**src/rtl/font_rom_arbiter_pkg.sv**
```systemverilog
// Shared font/video definitions for the font ROM arbiter.
// Covers ROM geometry, requester port ids and the in-flight read tag.
package font_rom_arbiter_pkg;

  localparam int FONT_ADDR_W  = 11;
  localparam int FONT_DATA_W  = 8;
  localparam int FONT_ROM_LAT = 1;

  typedef enum logic {
    PORT_TEXT = 1'b0,
    PORT_AUX  = 1'b1
  } port_id_e;

  typedef struct packed {
    logic     valid;
    port_id_e port;
  } rom_tag_t;

endpackage

```
**src/rtl/font_rom_arbiter_rom_tag_pipe.sv**
```systemverilog
// Shift register carrying {valid, port id} alongside the font ROM read.
// It is aligned so the output tag meets the ROM data of the same read.
module rom_tag_pipe
  import font_rom_arbiter_pkg::*;
#(
  parameter int DEPTH = FONT_ROM_LAT + 1
) (
  input  logic     clk,
  input  logic     rst_n,
  input  rom_tag_t tag_in,
  output rom_tag_t tag_out
);

  rom_tag_t stage_r [DEPTH];

  // tag shift register; async clear drops every read in flight
  always_ff @(posedge clk or negedge rst_n) begin
    if (!rst_n) begin
      for (int i = 0; i < DEPTH; i++) begin
        stage_r[i] <= '0;
      end
    end else begin
      stage_r[0] <= tag_in;
      for (int i = 1; i < DEPTH; i++) begin
        stage_r[i] <= stage_r[i-1];
      end
    end
  end

  assign tag_out = stage_r[DEPTH-1];

endmodule

```
**src/rtl/font_rom_arbiter.sv**
```systemverilog
// Two-port font ROM arbiter: port 0 is the text pipeline and port 1 is the auxiliary glyph requester.
// Grant order is forced anti-starvation, then port-0 priority, then round-robin.
module font_rom_arbiter
  import font_rom_arbiter_pkg::*;
#(
  parameter int ADDR_W     = FONT_ADDR_W,
  parameter int DATA_W     = FONT_DATA_W,
  parameter int ROM_LAT    = FONT_ROM_LAT,
  parameter int STARVE_MAX = 15
) (
  input  logic              clk,
  input  logic              reset,
  input  logic              prio0,
  input  logic              req0,
  input  logic              req1,
  input  logic [ADDR_W-1:0] addr0,
  input  logic [ADDR_W-1:0] addr1,
  output logic              gnt0,
  output logic              gnt1,
  output logic              rvalid0,
  output logic              rvalid1,
  output logic [DATA_W-1:0] rdata0,
  output logic [DATA_W-1:0] rdata1,
  output logic [ADDR_W-1:0] rom_dir,
  input  logic [DATA_W-1:0] rom_data
);

  localparam int              CNT_W      = (STARVE_MAX > 1) ? $clog2(STARVE_MAX + 1) : 1;
  localparam logic [CNT_W-1:0] STARVE_LIM = CNT_W'(STARVE_MAX);
  localparam logic            FORCE_EN   = (STARVE_MAX != 0);

  logic [CNT_W-1:0]  starve_cnt_r;
  logic              rr_fav1_r;
  logic [ADDR_W-1:0] rom_dir_r;
  logic              force1_s;
  logic              gnt0_s;
  logic              gnt1_s;
  logic              accept_s;
  logic [ADDR_W-1:0] win_addr_s;
  rom_tag_t          tag_in_s;
  rom_tag_t          tag_out_s;

  // grant selection; the reset gate keeps grants low while reset is held
  always_comb begin
    force1_s = FORCE_EN && req1 && (starve_cnt_r == STARVE_LIM);
    gnt0_s   = 1'b0;
    gnt1_s   = 1'b0;
    if (!reset) begin
      gnt0_s = 1'b0;
    end else if (force1_s) begin
      gnt1_s = 1'b1;
    end else if (prio0 && req0) begin
      gnt0_s = 1'b1;
    end else if (req0 && req1) begin
      gnt1_s = rr_fav1_r;
      gnt0_s = !rr_fav1_r;
    end else begin
      gnt0_s = req0;
      gnt1_s = req1;
    end
  end

  // winning address and tag for the pipeline
  always_comb begin
    accept_s       = gnt0_s || gnt1_s;
    tag_in_s.valid = accept_s;
    if (gnt1_s) begin
      win_addr_s    = addr1;
      tag_in_s.port = PORT_AUX;
    end else begin
      win_addr_s    = addr0;
      tag_in_s.port = PORT_TEXT;
    end
  end

  // ROM address, round-robin pointer and port-1 starvation counter
  always_ff @(posedge clk or negedge reset) begin
    if (!reset) begin
      rom_dir_r    <= '0;
      rr_fav1_r    <= 1'b0;
      starve_cnt_r <= '0;
    end else begin
      if (accept_s) begin
        rom_dir_r <= win_addr_s;
        rr_fav1_r <= gnt0_s;
      end else begin
        rom_dir_r <= rom_dir_r;
        rr_fav1_r <= rr_fav1_r;
      end
      if (req1 && !gnt1_s) begin
        if (starve_cnt_r != STARVE_LIM) begin
          starve_cnt_r <= starve_cnt_r + CNT_W'(1);
        end else begin
          starve_cnt_r <= starve_cnt_r;
        end
      end else begin
        starve_cnt_r <= '0;
      end
    end
  end

  rom_tag_pipe #(
    .DEPTH (ROM_LAT + 1)
  ) u_tag_pipe (
    .clk     (clk),
    .rst_n   (reset),
    .tag_in  (tag_in_s),
    .tag_out (tag_out_s)
  );

  // route returning ROM data to the port that owns the read
  always_comb begin
    rvalid0 = tag_out_s.valid && (tag_out_s.port == PORT_TEXT);
    rvalid1 = tag_out_s.valid && (tag_out_s.port == PORT_AUX);
    if (rvalid0) begin
      rdata0 = rom_data;
    end else begin
      rdata0 = '0;
    end
    if (rvalid1) begin
      rdata1 = rom_data;
    end else begin
      rdata1 = '0;
    end
  end

  assign gnt0    = gnt0_s;
  assign gnt1    = gnt1_s;
  assign rom_dir = rom_dir_r;

endmodule

```
**config.mk**
```make
export PLATFORM = sky130hd
export DESIGN_NAME = font_rom_arbiter
export DESIGN_NICKNAME = d
export VERILOG_FILES = /design/src/rtl/font_rom_arbiter_pkg.sv /design/src/rtl/font_rom_arbiter_rom_tag_pipe.sv /design/src/rtl/font_rom_arbiter.sv
export SDC_FILE = /design/constraint.sdc
export NUM_CORES = 1
export LEC_CHECK = 0
export CORE_MARGIN = 2
export CORE_UTILIZATION = 30
export CTS_BUF_LIST = sky130_fd_sc_hd__clkbuf_4
export CTS_CLUSTER_DIAMETER = 40
export CTS_CLUSTER_SIZE = 24
export DETAILED_ROUTE_END_ITERATION = 8
export PLACE_DENSITY = 0.68
export SYNTH_ARGS = -nofsm -noshare
export SYNTH_HDL_FRONTEND = slang
export SYNTH_SLANG_ARGS = --single-unit
```
**constraint.sdc**
```tcl
create_clock -name clk -period 1.4 [get_ports clk]
set_input_delay 0.14 -clock clk [delete_from_list [all_inputs] [get_ports clk]]
set_output_delay 0.14 -clock clk [all_outputs]
set_load 0.005 [all_outputs]
```
==> impl_results.md, run 1 <==
- Status: finished, violations left
- Violated checks: setup timing
- Core Util, Final: between 50% and 60%
- Commonest cells in the netlist: dfrtp_1, a31oi_1, a311oi_1, nand4_1, o21ai_0
- Die width: approximately 67 um
- Most instantiated library cell after synthesis: dfrtp_1
- Port bufs: 65
- Final Setup Violations: 8
- Clk slew on worst S/H paths: 0.13 ns
- F_max: between 600 and 700 MHz
- Die Y: 66.52 um
- Via count: around 1400
- Worst Skew: 0.01281 ns
- Power, Total: ~1800 uW
- Max Slew Vio Count: 0
- Full die area: 4424 um^2
- Critical path's slowest cell: dfrtp_1
- Initial Utilization: between 30% and 40%
- Async SR Flop Fraction: between 90% and 100%
- Final RePlAce weighted congestion: slightly below 0.8
- Clock root cell: clkbuf_4
- Rows: 22
- Worst Hold Class: in2async
- Clock sinks: 20
- Max incr delay on CP: 0.42 ns
- N_diodes: 0
- Maximum clock insertion buffer count: 2
- Critical path arrival: around 1.4 ns
- Final TNS setup: -0.5906 ns
- Total CTS buffers: 3
- Fin crit period: 1.515 ns
- CTS tree: built
- Initial antenna violation count: 0
- Clk_lat worst skew: between 0.3 and 0.4 ns
- Largest net degree at the start of global routing: 35
- Gr usage total: between 10% and 20%
- Synth Instances: approximately 130
- Post-synth top flop: dfrtp_1
- Max Cap Violations: 0
- Seq cells post-synth: 20
- Vias in the first global route: ~1400
- Number of routed nets with antenna violations: 0
- Cell family with most CP delay: flip-flops
- Share of layout cells above drive strength 1: between 30% and 40%
- Crit path max fanout: 3
- Synth area leader: dfrtp_1
- Drt pass-1 iters: 4
- Min Hold Slack: 0.2438 ns
- Worst slew pin tran: slightly below 0.3 ns
- Top-area cell type share of the netlist area: 42.69%
- Total gr overflow: 0
- Wire per inst: roughly 17 um
- Relative slew slack: around four fifths
- Max H-tree Level: 1
- Synth top area cells: dfrtp_1, a311oi_1, a31oi_1, nand4_1, and2_1
- Synthesized Nets: 161
- Remaining DRCs: 0
- Peak supply drop: between 400 and 500 uV
- Synthesized cell area: between 1000 and 1500 um^2
- Crit-path cells: ha_4 -> nand3_4 -> a31o_4 -> inv_2 -> buf_6
- Fin nets: about 250
- Tcrit/Tclk final: 108.2%
- YS warnings: 0
- PD cells: 829.9 nW/um^2
- Placed Instances: roughly 240
- Final Hold Fails: 0
- # IOs: 66
- CP Class: reg2out
- RSZ-0062 raised after global routing: yes
- Dpl hpwl: between 2 and 3 mm
- Buf/Inv on CP: 2
- Core Area: between 3000 and 4000 um^2
- Post-route worst setup slack: -0.1149 ns
- Area grow syn2layout: 85.81%
- Leak pwr: about 0.00094 uW
- EDFF count, synth: 0
- Post-synthesis cell type count: 28
- Fin cells: between 200 and 300
- Setup crit end kind: output pin
- Total Routed Length: roughly 4.3 mm
- Avg Inst Size Synth: between 9 and 10 um^2
- WP data required: about 1.3 ns
- CP Launch Type: register
- Register area share after synthesis: about 43%
- Global-route wire length before repair: about 6.5 mm
- Vias per std cell: 5.395
- Initial DRC Count: 36
## metrics by stage
stage | cell area [um^2] | worst slack (ns)
3_5_place_dp | 1979 | -0.3216
5_1_grt | 2178 | -0.1807
2_1_floorplan | 1172 | 0.06262
4_1_cts | 2074 | -0.1205
6_report | 2178 | -0.1149
3_3_place_gp | 1979 | -0.3094
## final timing paths
| path | cells past startpoint | from | slack [ns] | endpoint |
|---|---|---|---|---|
| max | 5 | starve_cnt_r[1] | -0.11 | gnt1 |
| min | 3 | reset | 0.24 | rom_dir[0] |
| max reg2reg | 5 | starve_cnt_r[1] | -0.04 | starve_cnt_r[3] |
| min reg2reg | 0 | u_tag_pipe.stage_r[2] | 0.36 | u_tag_pipe.tag_out[0] |
| max in group asynchronous | 3 | reset | 0.97 | u_tag_pipe.tag_out[0] |
| min in group clk | 0 | u_tag_pipe.stage_r[2] | 0.36 | u_tag_pipe.tag_out[0] |
## metal layers
metal	track usage [%]	vias up	wire length (um)
li1	-	650	-
met2	36.38	77	2154
met3	3.885	2	389
met4	5.102	0	16
met1	22.65	652	1735
met5	0	-	0
## cell type report
cell class | instances | area [um^2]
Clock inverter | 1 | 30.03
Multi-Input combinational cell | 89 | 691.9
Sequential cell | 20 | 501.7
Timing Repair Buffer | 92 | 860.8
Fill cell | 329 | 1538
Inverter | 3 | 11.26
Clock buffer | 3 | 22.52
Tap cell | 48 | 60.06
## where the power goes
| part | total [uW] | switching, uW | internal [uW] |
|---|---|---|---|
| Clock | 491 | 201 | 290 |
| Sequential | 693 | 41.5 | 651 |
| Combinational | 624 | 248 | 376 |
| Total | 1810 | 490 | 1320 |
## flip-flops by register name, summed over array words and instances, names as in the netlist
signal,cells
rom_dir,11
starve_cnt_r,4
rr_fav1_r,1
u_tag_pipe.stage_r,2
u_tag_pipe.tag_out,2
## worst min-delay path, cell delays in order
cell	delay, ns
clkdlybuf4s50_1	0.48
buf_4	0.13
buf_12	0.19
## kinds of logic (layout without fill, tap and decap cells)
logic type / Yosys count / count (layout) / share of synthesized area (%)
AO/OA/AOI/OAI: 41 / 41 / 24.12
adder cells (fa/ha/maj): 1 / 1 / 1.067
AND/OR/NAND/NOR: 45 / 45 / 23.48
XOR/XNOR: 1 / 1 / 0.7472
multiplexers: 1 / 1 / 0.8538
buffers and inverters: 16 / 99 / 7.043
flip-flops: 20 / 20 / 42.69
## timing repair
action                                  CTS  global route
endpoints found under the setup margin   34            22
gates resized for setup                  99            21
buffers inserted                          6             2
gates cloned                              2             0
pin swaps                                 7             1
hold buffers                              0             0
## cell usage in the layout, fill, tap and decap left out, types with 2 or more instances in the layout
cell type and instances:
nand3b_1 2, a311oi_1 8, and3_1 8, dfrtp_1 19, a31oi_1 11, nand4_1 11
nor2_1 4, buf_6 16, a311oi_2 4, and2_1 2, inv_1 2, buf_4 18
o21ai_0 11, nor3_1 2, nand2_1 2, and2_4 7, buf_2 10, buf_12 2
clkbuf_4 3, clkdlybuf4s50_1 45
No activity file was read; power rests on OpenSTA's default activity.
==> run 2, diff against run 1 <==
CTS_BUF_LIST = sky130_fd_sc_hd__clkbuf_4 sky130_fd_sc_hd__clkbuf_8 sky130_fd_sc_hd__clkbuf_16   (was sky130_fd_sc_hd__clkbuf_4)
==> impl_results.md, run 2 (same netlist as run 1, synthesis figures left out) <==
- Fin nets: 245 (unchanged)
- RSZ-0062 raised after global routing: yes
- Port bufs: 65 (unchanged)
- Full die area: 4424 um^2 (unchanged)
- M2 GR Usage: 37.63% (+1.2 points)
- CP Launch Type: register
- Initial Utilization: 31.55% (unchanged)
- Setup crit end kind: output pin
- Wire per inst: 16.78 um (unchanged)
- Final Hold Fails: 0 (unchanged)
- Max incr delay on CP: 0.40 ns (-0.02 ns)
- WP data required: 1.26 ns (about the same)
- Leak pwr: 0.0009316 uW (-1.3%)
- Gr usage total: 19.42% (-0.14 points)
- Seq pwr share: 37.0% (-1.3 points)
- Worst Hold Class: in2async
- Worst slew pin tran: 0.2742 ns (-0.01540 ns)
- Tcrit/Tclk final: 103.2% (-5.0 points)
- Crit path max fanout: 3 (unchanged)
- Setup WS pre-CTS: -0.3216 ns (unchanged)
- Clk slew on worst S/H paths: 0.08 ns (-0.05 ns)
- Area grow syn2layout: 86.23%
- Sw Pwr: 477.6 uW (-2.6%)
- Die width: 66.52 um (unchanged)
- Total CTS buffers: 3 (unchanged)
- Rows: 22 (unchanged)
- Sw Ratio: 25.47% (-1.6 points)
- CTS tree: built
- Core Area: 3716 um^2 (unchanged)
- Final Setup Violations: 6 (-2)
- Dpl hpwl: 2.774 mm (unchanged)
- Clock power share: 30.8% (+3.7 points)
- Final TNS setup: -0.1269 ns (+0.4637 ns)
- Clock sinks: 20 (unchanged)
- Busiest metal layer after global routing: met2
- Number of routed nets with antenna violations: 0 (unchanged)
- Critical path's slowest cell: dfrtp_1
- Met3 usage: 3.378% (-0.51 points)
- Total gr overflow: 0 (unchanged)
- Initial antenna violation count: 0 (unchanged)
- Most frequent cells in the layout: clkdlybuf4s50_1, dfrtp_1, buf_4
- Largest net degree at the start of global routing: 35 (unchanged)
- Fin cells: 256 (unchanged)
- Crit-path cells: ha_4 -> nand3_4 -> a31o_4 -> inv_2 -> buf_6
- Max Cap Violations: 0 (unchanged)
- CTS Hold Bufs: 0 (unchanged)
- Clock root cell: clkbuf_8
- Placed Instances: 244 (unchanged)
- Commonest non-fill, non-tap cell in the layout: clkdlybuf4s50_1
- Vias in the first global route: 1391 (-1.3%)
- Logic pwr share: 32.2% (-2.3 points)
- Die Y: 66.52 um (unchanged)
- Worst Skew: 0.005155 ns (-0.007657 ns)
- Share of layout cells above drive strength 1: 29.33% (-6.7 points)
- M1 GR Usage: 22.12% (-0.53 points)
- PD cells: 858.8 nW/um^2 (+3.5%)
- Global-route wire length before repair: 6.499 mm (-0.64%)
- Final RePlAce weighted congestion: 0.7854 (unchanged)
- Status: finished, violations left
- CP Class: reg2out
- Max Slew Vio Count: 0 (unchanged)
- Drt pass-1 iters: 4 (unchanged)
- Peak supply drop: 533.0 uV (+15%)
- Initial DRC Count: 31 (-14%)
- Maximum clock insertion buffer count: 2 (unchanged)
- F_max: 691.8 MHz (+4.8%)
- Violated checks: setup timing
- Post-route worst setup slack: -0.04541 ns (+0.06946 ns)
- Clk_lat worst skew: 0.26 ns (-0.06 ns)
- Critical path arrival: 1.31 ns (-0.06 ns)
- Via count: 1380 (-0.072%)
- DP Area: 1979 um^2 (unchanged)
- N_diodes: 0 (unchanged)
- Final instance area: 2183 um^2 (+0.23%)
- Max H-tree Level: 1 (unchanged)
- Number of fill cells: 327 (-0.61%)
- Total Routed Length: 4.295 mm (unchanged)
- Remaining DRCs: 0 (unchanged)
- Fin crit period: 1.445 ns (-0.06946 ns)
- Max reg flops: 11 (unchanged)
- Internal power: 1397 uW (+6.0%)
- Vias per std cell: 5.391 (about the same)
- # IOs: 66 (unchanged)
- Relative slew slack: 81.66% (+0.97 points)
run 2: layout make-up:
cell class | instances | area [um^2] | area share, %
Multi-Input combinational cell | 89 | 664.4 | 30.43
Inverter | 3 | 11.26 | 0.5158
Clock inverter | 1 | 30.03 | 1.375
Clock buffer | 3 | 41.29 | 1.891
Timing Repair Buffer | 92 | 875.8 | 40.11
Sequential cell | 20 | 500.5 | 22.92
Tap cell | 48 | 60.06 | 2.751
run 2: power by group through the flow:
stage | sequential [uW] | clock, uW | combinational, uW
6_report | 694 | 577 | 604
5_1_grt | 704 | 622 | 650
4_1_cts | 692 | 595 | 581
2_1_floorplan | 708 | 0 | 177
3_5_place_dp | 699 | 0 | 552
3_3_place_gp | 697 | 0 | 539
run 2: path summary, 6_finish.rpt:
path	startpoint	end	slack (ns)	depth (start not counted)
max	starve_cnt_r[0]	gnt1	-0.05	5
min	reset	rom_dir[0]	0.32	3
max reg2reg	starve_cnt_r[0]	starve_cnt_r[3]	0.03	5
min reg2reg	u_tag_pipe.stage_r[2]	u_tag_pipe.tag_out[0]	0.35	0
max in group asynchronous	reset	u_tag_pipe.stage_r[2]	0.92	3
min in group clk	u_tag_pipe.stage_r[2]	u_tag_pipe.tag_out[0]	0.35	0
run 2: stage by stage:
step           utilization (%)  hold slack (ns)  total power, uW
5_1_grt                  58.75           0.3344             1975
3_3_place_gp             53.27           0.3340             1236
6_report                 58.75           0.3155             1875
3_5_place_dp             53.27           0.3355             1251
4_1_cts                  57.51           0.3181             1868
2_1_floorplan                -          -0.1556            885.2
run 2: routing by layer:
layer	vias up	part of all wire, %
met5	-	0
met4	0	0.44
met3	3	7.3
met2	63	53
met1	663	39
li1	651	-
run 2: what timing repair did:
item                       in CTS  in global routing
pin swaps                       5                  3
setup endpoints to repair      33                 21
setup buffers                   6                  1
gates resized for setup        72                 17
gates cloned                    1                  1
run 2: worst max-delay path, delay by kind of cell, from the launching register on:
family / cells / cell delay [ns]
compound gates: 1 / 0.23
fa+ha+maj: 1 / 0.17
buf+inv: 2 / 0.14
flops: 1 / 0.40
simple gates: 1 / 0.10
==> run 3, diff against run 2 <==
SLEW_MARGIN = 0   (was unset)
==> results of run 3 <==
The final DEF is identical to that of run 2; final timing and power are the same.
